## src/rtl/spi_sclk_gen_pkg.sv

```systemverilog
// -----------------------------------------------------------------------------
// spi_pkg : shared FSM encoding, SPI mode constants, default widths. Rev 1.0
// -----------------------------------------------------------------------------
`default_nettype none

package spi_pkg;

  localparam int DIV_W_DEF = 16;
  localparam int CNT_W_DEF = 6;

  typedef enum logic [1:0] {
    ST_IDLE = 2'd0,
    ST_RUN  = 2'd1,
    ST_TAIL = 2'd2
  } state_e;

  // {cpol, cpha}
  localparam logic [1:0] MODE0 = 2'b00;
  localparam logic [1:0] MODE1 = 2'b01;
  localparam logic [1:0] MODE2 = 2'b10;
  localparam logic [1:0] MODE3 = 2'b11;

endpackage

`default_nettype wire

```

## src/rtl/spi_sclk_gen_if.sv

```systemverilog
// -----------------------------------------------------------------------------
// spi_sclk_gen_if : request/config and SCK/strobe bundle of the SCK generator. Rev 1.0
// -----------------------------------------------------------------------------
`default_nettype none

interface spi_sclk_gen_if
  import spi_pkg::*;
#(
  parameter int DIV_W = DIV_W_DEF,
  parameter int CNT_W = CNT_W_DEF
);

  logic             start;
  logic             abort;
  logic [DIV_W-1:0] half_div;
  logic             cpol;
  logic             cpha;
  logic [CNT_W-1:0] n_bits;
  logic             sclk;
  logic             busy;
  logic             done;
  logic             shift_stb;
  logic             sample_stb;
  logic [CNT_W-1:0] bit_idx;

  modport master (
    output start, abort, half_div, cpol, cpha, n_bits,
    input  sclk, busy, done, shift_stb, sample_stb, bit_idx
  );

  modport slave (
    input  start, abort, half_div, cpol, cpha, n_bits,
    output sclk, busy, done, shift_stb, sample_stb, bit_idx
  );

endinterface

`default_nettype wire

```

## src/rtl/spi_sclk_gen_half_period_cnt.sv

```systemverilog
// -----------------------------------------------------------------------------
// spi_half_period_cnt : loadable half-period counter, wraps after limit counts. Rev 1.0
// -----------------------------------------------------------------------------
`default_nettype none

module spi_half_period_cnt
  import spi_pkg::*;
#(
  parameter int DIV_W = DIV_W_DEF
) (
  input  wire logic             clk_50,
  input  wire logic             rst_n,
  input  wire logic             clr_i,
  input  wire logic             en_i,
  input  wire logic [DIV_W-1:0] limit_i,
  output logic                  wrap_o
);

  logic [DIV_W-1:0] count_q;
  logic [DIV_W-1:0] count_d;

  // >= rather than == so a stale count can never run past the limit
  assign wrap_o = en_i && (count_q >= (limit_i - DIV_W'(1)));

  always_comb begin
    count_d = count_q;
    if (clr_i) begin
      count_d = '0;
    end else if (en_i) begin
      count_d = wrap_o ? '0 : count_q + DIV_W'(1);
    end
  end

  always_ff @(posedge clk_50) begin
    if (!rst_n) begin
      count_q <= '0;
    end else begin
      count_q <= count_d;
    end
  end

endmodule

`default_nettype wire

```

## src/rtl/spi_sclk_gen.sv

```systemverilog
// -----------------------------------------------------------------------------
// spi_sclk_gen : SPI SCK generator, all CPOL/CPHA modes, shift/sample strobes. Rev 1.0
// -----------------------------------------------------------------------------
`default_nettype none

module spi_sclk_gen
  import spi_pkg::*;
#(
  parameter int DIV_W = DIV_W_DEF,
  parameter int CNT_W = CNT_W_DEF
) (
  input wire logic     clk_50,
  input wire logic     rst_n,
  spi_sclk_gen_if.slave bus
);

  localparam int K_W = CNT_W + 1;

  state_e           state_q, state_d;
  logic [DIV_W-1:0] h_q, h_d;
  logic             cpol_q, cpol_d;
  logic             cpha_q, cpha_d;
  logic [CNT_W-1:0] n_q, n_d;
  logic [K_W-1:0]   k_q, k_d;
  logic [CNT_W-1:0] bit_idx_q, bit_idx_d;
  logic             sclk_q, sclk_d;
  logic             done_q, done_d;
  logic             shift_q, shift_d;
  logic             sample_q, sample_d;

  logic             w_busy, w_accept, w_abort, w_wrap, w_edge;
  logic             w_cnt_en, w_cnt_clr, w_cpol_e, w_cpha_e;
  logic [DIV_W-1:0] w_h_in, w_limit;
  logic [CNT_W-1:0] w_n_e;
  logic [K_W-1:0]   w_k, w_last_k;

  assign w_busy   = (state_q != ST_IDLE);
  assign w_accept = bus.start && !w_busy;
  assign w_abort  = bus.abort && w_busy;
  assign w_h_in   = (bus.half_div == '0) ? DIV_W'(1) : bus.half_div;

  // The accept cycle already counts toward the first half period, so the
  // edge logic uses the live inputs there and the latched copies afterwards.
  assign w_limit  = w_accept ? w_h_in     : h_q;
  assign w_n_e    = w_accept ? bus.n_bits : n_q;
  assign w_cpol_e = w_accept ? bus.cpol   : cpol_q;
  assign w_cpha_e = w_accept ? bus.cpha   : cpha_q;
  assign w_k      = w_accept ? '0         : k_q;
  assign w_last_k = {w_n_e, 1'b0} - K_W'(1);

  assign w_cnt_en  = (w_accept && (bus.n_bits != '0)) || (w_busy && !w_abort);
  assign w_cnt_clr = !w_cnt_en;
  assign w_edge    = w_wrap && (state_q != ST_TAIL) && !w_abort;

  spi_half_period_cnt #(
    .DIV_W (DIV_W)
  ) u_half_cnt (
    .clk_50  (clk_50),
    .rst_n   (rst_n),
    .clr_i   (w_cnt_clr),
    .en_i    (w_cnt_en),
    .limit_i (w_limit),
    .wrap_o  (w_wrap)
  );

  always_comb begin
    state_d   = state_q;
    h_d       = h_q;
    cpol_d    = cpol_q;
    cpha_d    = cpha_q;
    n_d       = n_q;
    k_d       = k_q;
    sclk_d    = sclk_q;
    done_d    = 1'b0;
    shift_d   = 1'b0;
    sample_d  = 1'b0;
    bit_idx_d = bit_idx_q + {{(CNT_W-1){1'b0}}, sample_q};

    unique case (state_q)
      ST_IDLE: begin
        sclk_d = bus.cpol;
        if (w_accept) begin
          h_d       = w_h_in;
          cpol_d    = bus.cpol;
          cpha_d    = bus.cpha;
          n_d       = bus.n_bits;
          k_d       = '0;
          bit_idx_d = '0;
          if (bus.n_bits == '0) begin
            done_d = 1'b1;
          end else begin
            state_d = ST_RUN;
          end
        end
      end
      ST_RUN: begin
        if (w_abort) begin
          state_d = ST_IDLE;
          sclk_d  = cpol_q;
        end
      end
      ST_TAIL: begin
        if (w_abort) begin
          state_d = ST_IDLE;
          sclk_d  = cpol_q;
        end else if (w_wrap) begin
          state_d = ST_IDLE;
          done_d  = 1'b1;
        end
      end
      default: state_d = ST_IDLE;
    endcase

    // Even k is the leading edge (away from idle), odd k the trailing edge.
    if (w_edge) begin
      sclk_d = w_k[0] ? w_cpol_e : ~w_cpol_e;
      if (w_k[0]) begin
        sample_d = w_cpha_e;
        shift_d  = !w_cpha_e && (w_k != w_last_k);
      end else begin
        sample_d = !w_cpha_e;
        shift_d  = w_cpha_e;
      end
      if (w_k == w_last_k) begin
        state_d = ST_TAIL;
      end else begin
        k_d = w_k + K_W'(1);
      end
    end
  end

  always_ff @(posedge clk_50) begin
    if (!rst_n) begin
      state_q   <= ST_IDLE;
      h_q       <= '0;
      cpol_q    <= 1'b0;
      cpha_q    <= 1'b0;
      n_q       <= '0;
      k_q       <= '0;
      bit_idx_q <= '0;
      sclk_q    <= 1'b0;
      done_q    <= 1'b0;
      shift_q   <= 1'b0;
      sample_q  <= 1'b0;
    end else begin
      state_q   <= state_d;
      h_q       <= h_d;
      cpol_q    <= cpol_d;
      cpha_q    <= cpha_d;
      n_q       <= n_d;
      k_q       <= k_d;
      bit_idx_q <= bit_idx_d;
      sclk_q    <= sclk_d;
      done_q    <= done_d;
      shift_q   <= shift_d;
      sample_q  <= sample_d;
    end
  end

  assign bus.sclk       = sclk_q;
  assign bus.busy       = w_busy;
  assign bus.done       = done_q;
  assign bus.shift_stb  = shift_q;
  assign bus.sample_stb = sample_q;
  assign bus.bit_idx    = bit_idx_q;

endmodule

`default_nettype wire

```

## src/flat_wrapper.sv

```systemverilog
// flat-port wrapper written by rule: the top's interface ports become plain ports
module spi_sclk_gen_flat import spi_pkg::*;
#(
  parameter int DIV_W = DIV_W_DEF,
  parameter int CNT_W = CNT_W_DEF
)
  (clk_50, rst_n, bus_start, bus_abort, bus_half_div, bus_cpol, bus_cpha, bus_n_bits, bus_sclk, bus_busy, bus_done, bus_shift_stb, bus_sample_stb, bus_bit_idx);
  spi_sclk_gen_if #(.DIV_W(DIV_W), .CNT_W(CNT_W)) bus_i ();
  input wire logic clk_50;
  input wire logic rst_n;
  input wire logic [$bits(bus_i.start)-1:0] bus_start;
  input wire logic [$bits(bus_i.abort)-1:0] bus_abort;
  input wire logic [$bits(bus_i.half_div)-1:0] bus_half_div;
  input wire logic [$bits(bus_i.cpol)-1:0] bus_cpol;
  input wire logic [$bits(bus_i.cpha)-1:0] bus_cpha;
  input wire logic [$bits(bus_i.n_bits)-1:0] bus_n_bits;
  output wire logic [$bits(bus_i.sclk)-1:0] bus_sclk;
  output wire logic [$bits(bus_i.busy)-1:0] bus_busy;
  output wire logic [$bits(bus_i.done)-1:0] bus_done;
  output wire logic [$bits(bus_i.shift_stb)-1:0] bus_shift_stb;
  output wire logic [$bits(bus_i.sample_stb)-1:0] bus_sample_stb;
  output wire logic [$bits(bus_i.bit_idx)-1:0] bus_bit_idx;
  assign bus_i.start = bus_start;
  assign bus_i.abort = bus_abort;
  assign bus_i.half_div = bus_half_div;
  assign bus_i.cpol = bus_cpol;
  assign bus_i.cpha = bus_cpha;
  assign bus_i.n_bits = bus_n_bits;
  assign bus_sclk = bus_i.sclk;
  assign bus_busy = bus_i.busy;
  assign bus_done = bus_i.done;
  assign bus_shift_stb = bus_i.shift_stb;
  assign bus_sample_stb = bus_i.sample_stb;
  assign bus_bit_idx = bus_i.bit_idx;
  spi_sclk_gen #(.DIV_W(DIV_W), .CNT_W(CNT_W)) u_core (.clk_50(clk_50), .rst_n(rst_n), .bus(bus_i));
endmodule
```

## config.mk

```make
export PLATFORM = sky130hd
export DESIGN_NAME = spi_sclk_gen_flat
export DESIGN_NICKNAME = d
export VERILOG_FILES = /design/src/rtl/spi_sclk_gen_pkg.sv /design/src/rtl/spi_sclk_gen_if.sv /design/src/rtl/spi_sclk_gen_half_period_cnt.sv /design/src/rtl/spi_sclk_gen.sv /design/src/flat_wrapper.sv
export SDC_FILE = /design/constraint.sdc
export NUM_CORES = 1
export LEC_CHECK = 0
export BUFFER_PORTS_ARGS = -buffer_cell sky130_fd_sc_hd__buf_2
export CAP_MARGIN = 20
export CORE_UTILIZATION = 49
export DETAILED_ROUTE_END_ITERATION = 10
export GPL_TIMING_DRIVEN = 1
export PLACE_DENSITY = 0.75
export SLEW_MARGIN = 20
export SYNTH_ARGS = -nofsm -noshare
export SYNTH_HDL_FRONTEND = slang
export SYNTH_SLANG_ARGS = --single-unit
```

## constraint.sdc

```tcl
create_clock -name clk_50 -period 13.9 [get_ports clk_50]
set_input_delay 2.085 -clock clk_50 [delete_from_list [all_inputs] [get_ports clk_50]]
set_output_delay 2.085 -clock clk_50 [all_outputs]
set_load 0.02 [all_outputs]
```

==> run summary <==
RSZ-0062 raised after global routing - false
Critical Path AT - 6820 ps
Worst path slowest cell - nand3_1
Synth warnings - 0
Synth Instances - 427
Synthesized Nets - 481
Switching Share - 0.287
Pwr/cell area - 102 nW/µm²
Leakage power - 1.65 nW
Int Pwr - 0.000291 W
Fin. Hold Viols - 0
Post-DR wirelength/cell - 14.4 µm
Cell Area, Synth - 3560 µm²
CP delay by family, top - simple AND/OR/NAND/NOR gates
Synthesized area per cell - 8.33 µm²
Worst setup path class - in2reg
CTS resizes - 0
Number of H-tree levels - 3
Num ports - 39
Reg2Reg Setup Slack - 8310 ps
Die ar. - 7610 µm²
Post-synth top flop - dfxtp_1
Final setup TNS - 0 ps
Die Y - 87.2 µm
Top cells by count, synth - 59 x dfxtp_1, 58 x nor2_1, 47 x nand2_1, 26 x ha_1, 22 x xor2_1
Critical Path Source Type - primary input
Final min period - 6560 ps
Post-CTS Setup Bufs - 0
Grt ovf - 0
Final instance area - 4000 µm²
CP Capture Type - register
Layout area overhead - 12.3%
CTS tree - built
Proportion of layout cells with a drive suffix above 1 - 0.140
EDFF count, synth - 0
CORE AREA - 6910 µm²
Max Clock Freq - 152 MHz
Routed wire length - 8080 µm
Final setup violation count - 0
DRC - 0
FILL cells - 663
# diodes - 0
Count of cell types in the netlist - 61
Port bufs - 38
Clock slew at reported path FFs - 60 ps
# hold bufs at CTS - 0
Clock power frac - 0.366
Placer Congestion - 0.911
Placed Area - 3800 µm²
Vias in the first global route - 2938
Layout Skew - 8.30 ps
Top-count cell post-synth - dfxtp_1
Outcome - finished, final reports clean
Worst-path cell chain - buf_2 > and2_2 > nand2_1 > nand2_1 > inv_1 > ha_1 > inv_1 > a2111o_1 > a2111oi_4 > nand2_2 > nor3_2 > xor2_1 > ha_1 > nand4_1 > nor2_1 > a311o_1 > nor3_1 > nand3_1 > nor2_1
Combinational power share - 0.195
Ranking of synthesized cells by area - dfxtp_1 33%, ha_1 9.1%, nor2_1 6.1%
Max incr delay on CP - 610 ps
Initial antenna violation count - 0
Sequential power share - 0.440
Layout Utilization - 0.578
Max VDD drop - 0.0000523 V
Detail Route Antenna Nets - 0
Seq/Total Area, Yosys - 0.332
First-pass GRT wire length - 13500 µm
Clock Sinks - 59
Switching Power - 0.000117 W
GRT Util Overall - 0.233
Worst slew pin tran - 821 ps
Final #Nets - 516
Req. time, crit path - 14160 ps
Max-cap violation count - 0
Synth area leader - dfxtp_1
Cell Rows - 30
Largest net degree at the start of global routing - 39
Root buf cell - clkbuf_8
Hold Worst Slack - 469 ps
Half-perimeter wire length after detailed placement - 5990 µm
Final Max Slew Viols - 0
Longest Clk Path Bufs - 2
Seq cells post-synth - 59
TritonRoute pass-1 iters - 4
Crit-path max FO - 28
Hold crit path type - reg2reg
Total power draw - 0.000409 W
Tcrit/Tclk final - 0.472
Die width - 87.2 µm
Asr flop ratio synth - 0
Iter 0 DRT Violations - 165
Yosys top cell area share - 0.332
Slew headroom - 0.449
Num CTS Buffers - 9
Initial Util - 0.515
WP buf/inv - 3
Detailed-route vias per instance - 5.48
Vias - 3073
Clock latency on the worst-skew pair - 340 ps
-- path summary, 6_finish.rpt --
| kind | start | endpoint | cells after the start |
|---|---|---|---|
| worst max-delay path | bus_start | u_core.u_half_cnt.count_q[5]$_SDFF_PP0_ | 19 |
| worst min register to register | u_core.cpha_q$_SDFFE_PN0N_ | u_core.cpha_q$_SDFFE_PN0N_ | 2 |
| worst max register to register | u_core.state_q[0]$_SDFF_PN0_ | u_core.u_half_cnt.count_q[5]$_SDFF_PP0_ | 15 |
| worst min-delay path | u_core.cpha_q$_SDFFE_PN0N_ | u_core.cpha_q$_SDFFE_PN0N_ | 2 |
-- cell type report --
type,count,area [µm²],area share
timing repair buffer,39,198,0.0495
inverter,15,56.3,0.0141
sequential,59,1180,0.296
tap,96,120,0.0301
multi-input combinational,338,2260,0.565
clock buffer,11,141,0.0354
clock inverter,3,40.0,0.0100
-- cell usage in the layout (no fill, tap or decap), types with 2 or more instances in the layout --
cell       count
o21ai_0        8
xor2_1        22
mux2i_1       17
nor4_1         4
nand2b_1       7
o21a_1         2
o2bb2ai_1      2
o311a_1        2
and3_1         7
o22ai_1        3
buf_2         38
nor4b_1        2
and3_2         2
o2111ai_1      2
a21boi_0       4
xnor2_1       18
nand3_1       19
nand4_1        9
a21oi_1       19
clkinv_2       2
a2111oi_0      2
nor2_1        58
dfxtp_1       59
nand2_1       47
inv_1         14
ha_1          26
clkbuf_8      10
a2111oi_4      2
o211ai_1       3
and2_1         2
nor3_1        16
a211oi_1       3
nor3b_1        3
or2_2          3
-- cell families after synthesis --
logic type | Yosys count | synth area share
simple gates | 190 | 0.257
compound gates | 65 | 0.136
flops | 59 | 0.332
xor+xnor | 40 | 0.0985
buf+inv | 30 | 0.0369
fa+ha+maj | 26 | 0.0914
mux | 17 | 0.0478
-- tightest hold or removal path, stage by stage (launching register included) --
cell and delay (ps):
dfxtp_1 320, nand2_1 50, a21oi_1 50
-- power by group through the flow --
stage,Combinational [W],Clock (W),Sequential [W]
6_report,0.0000795,0.000149,0.000180
5_1_grt,0.0000893,0.000162,0.000180
4_1_cts,0.0000787,0.000154,0.000180
3_5_place_dp,0.0000783,0,0.000183
3_3_place_gp,0.0000766,0,0.000183
2_1_floorplan,0.0000595,0,0.000183
-- sequential cells by signal, indices dropped and copies added, names as in the netlist --
register	count
u_core.cpha_q	1
u_core.h_q	16
u_core.state_q	2
u_core.bus.done	1
u_core.cpol_q	1
u_core.bus.sample_stb	1
u_core.bus.bit_idx	6
u_core.bus.shift_stb	1
u_core.u_half_cnt.count_q	16
u_core.bus.sclk	1
u_core.k_q	7
u_core.n_q	6
-- through the flow --
step / worst slack (ps) / std cells
floorplan: 7890 / 427
global placement: 7270 / 547
detailed placement: 7040 / 547
CTS: 7400 / 561
global route: 6830 / 561
finish: 7340 / 561
-- routing by layer --
metal  up-vias  track usage  part of all wire  wire, µm
li1       1575            -                 -         -
met1      1417        0.281              0.45      3610
met2        75        0.402              0.49      3980
met3         6       0.0626             0.053       431
met4         0       0.0790            0.0078        63
met5         -            0                 0         0
No activity file was read; power rests on OpenSTA's default activity.
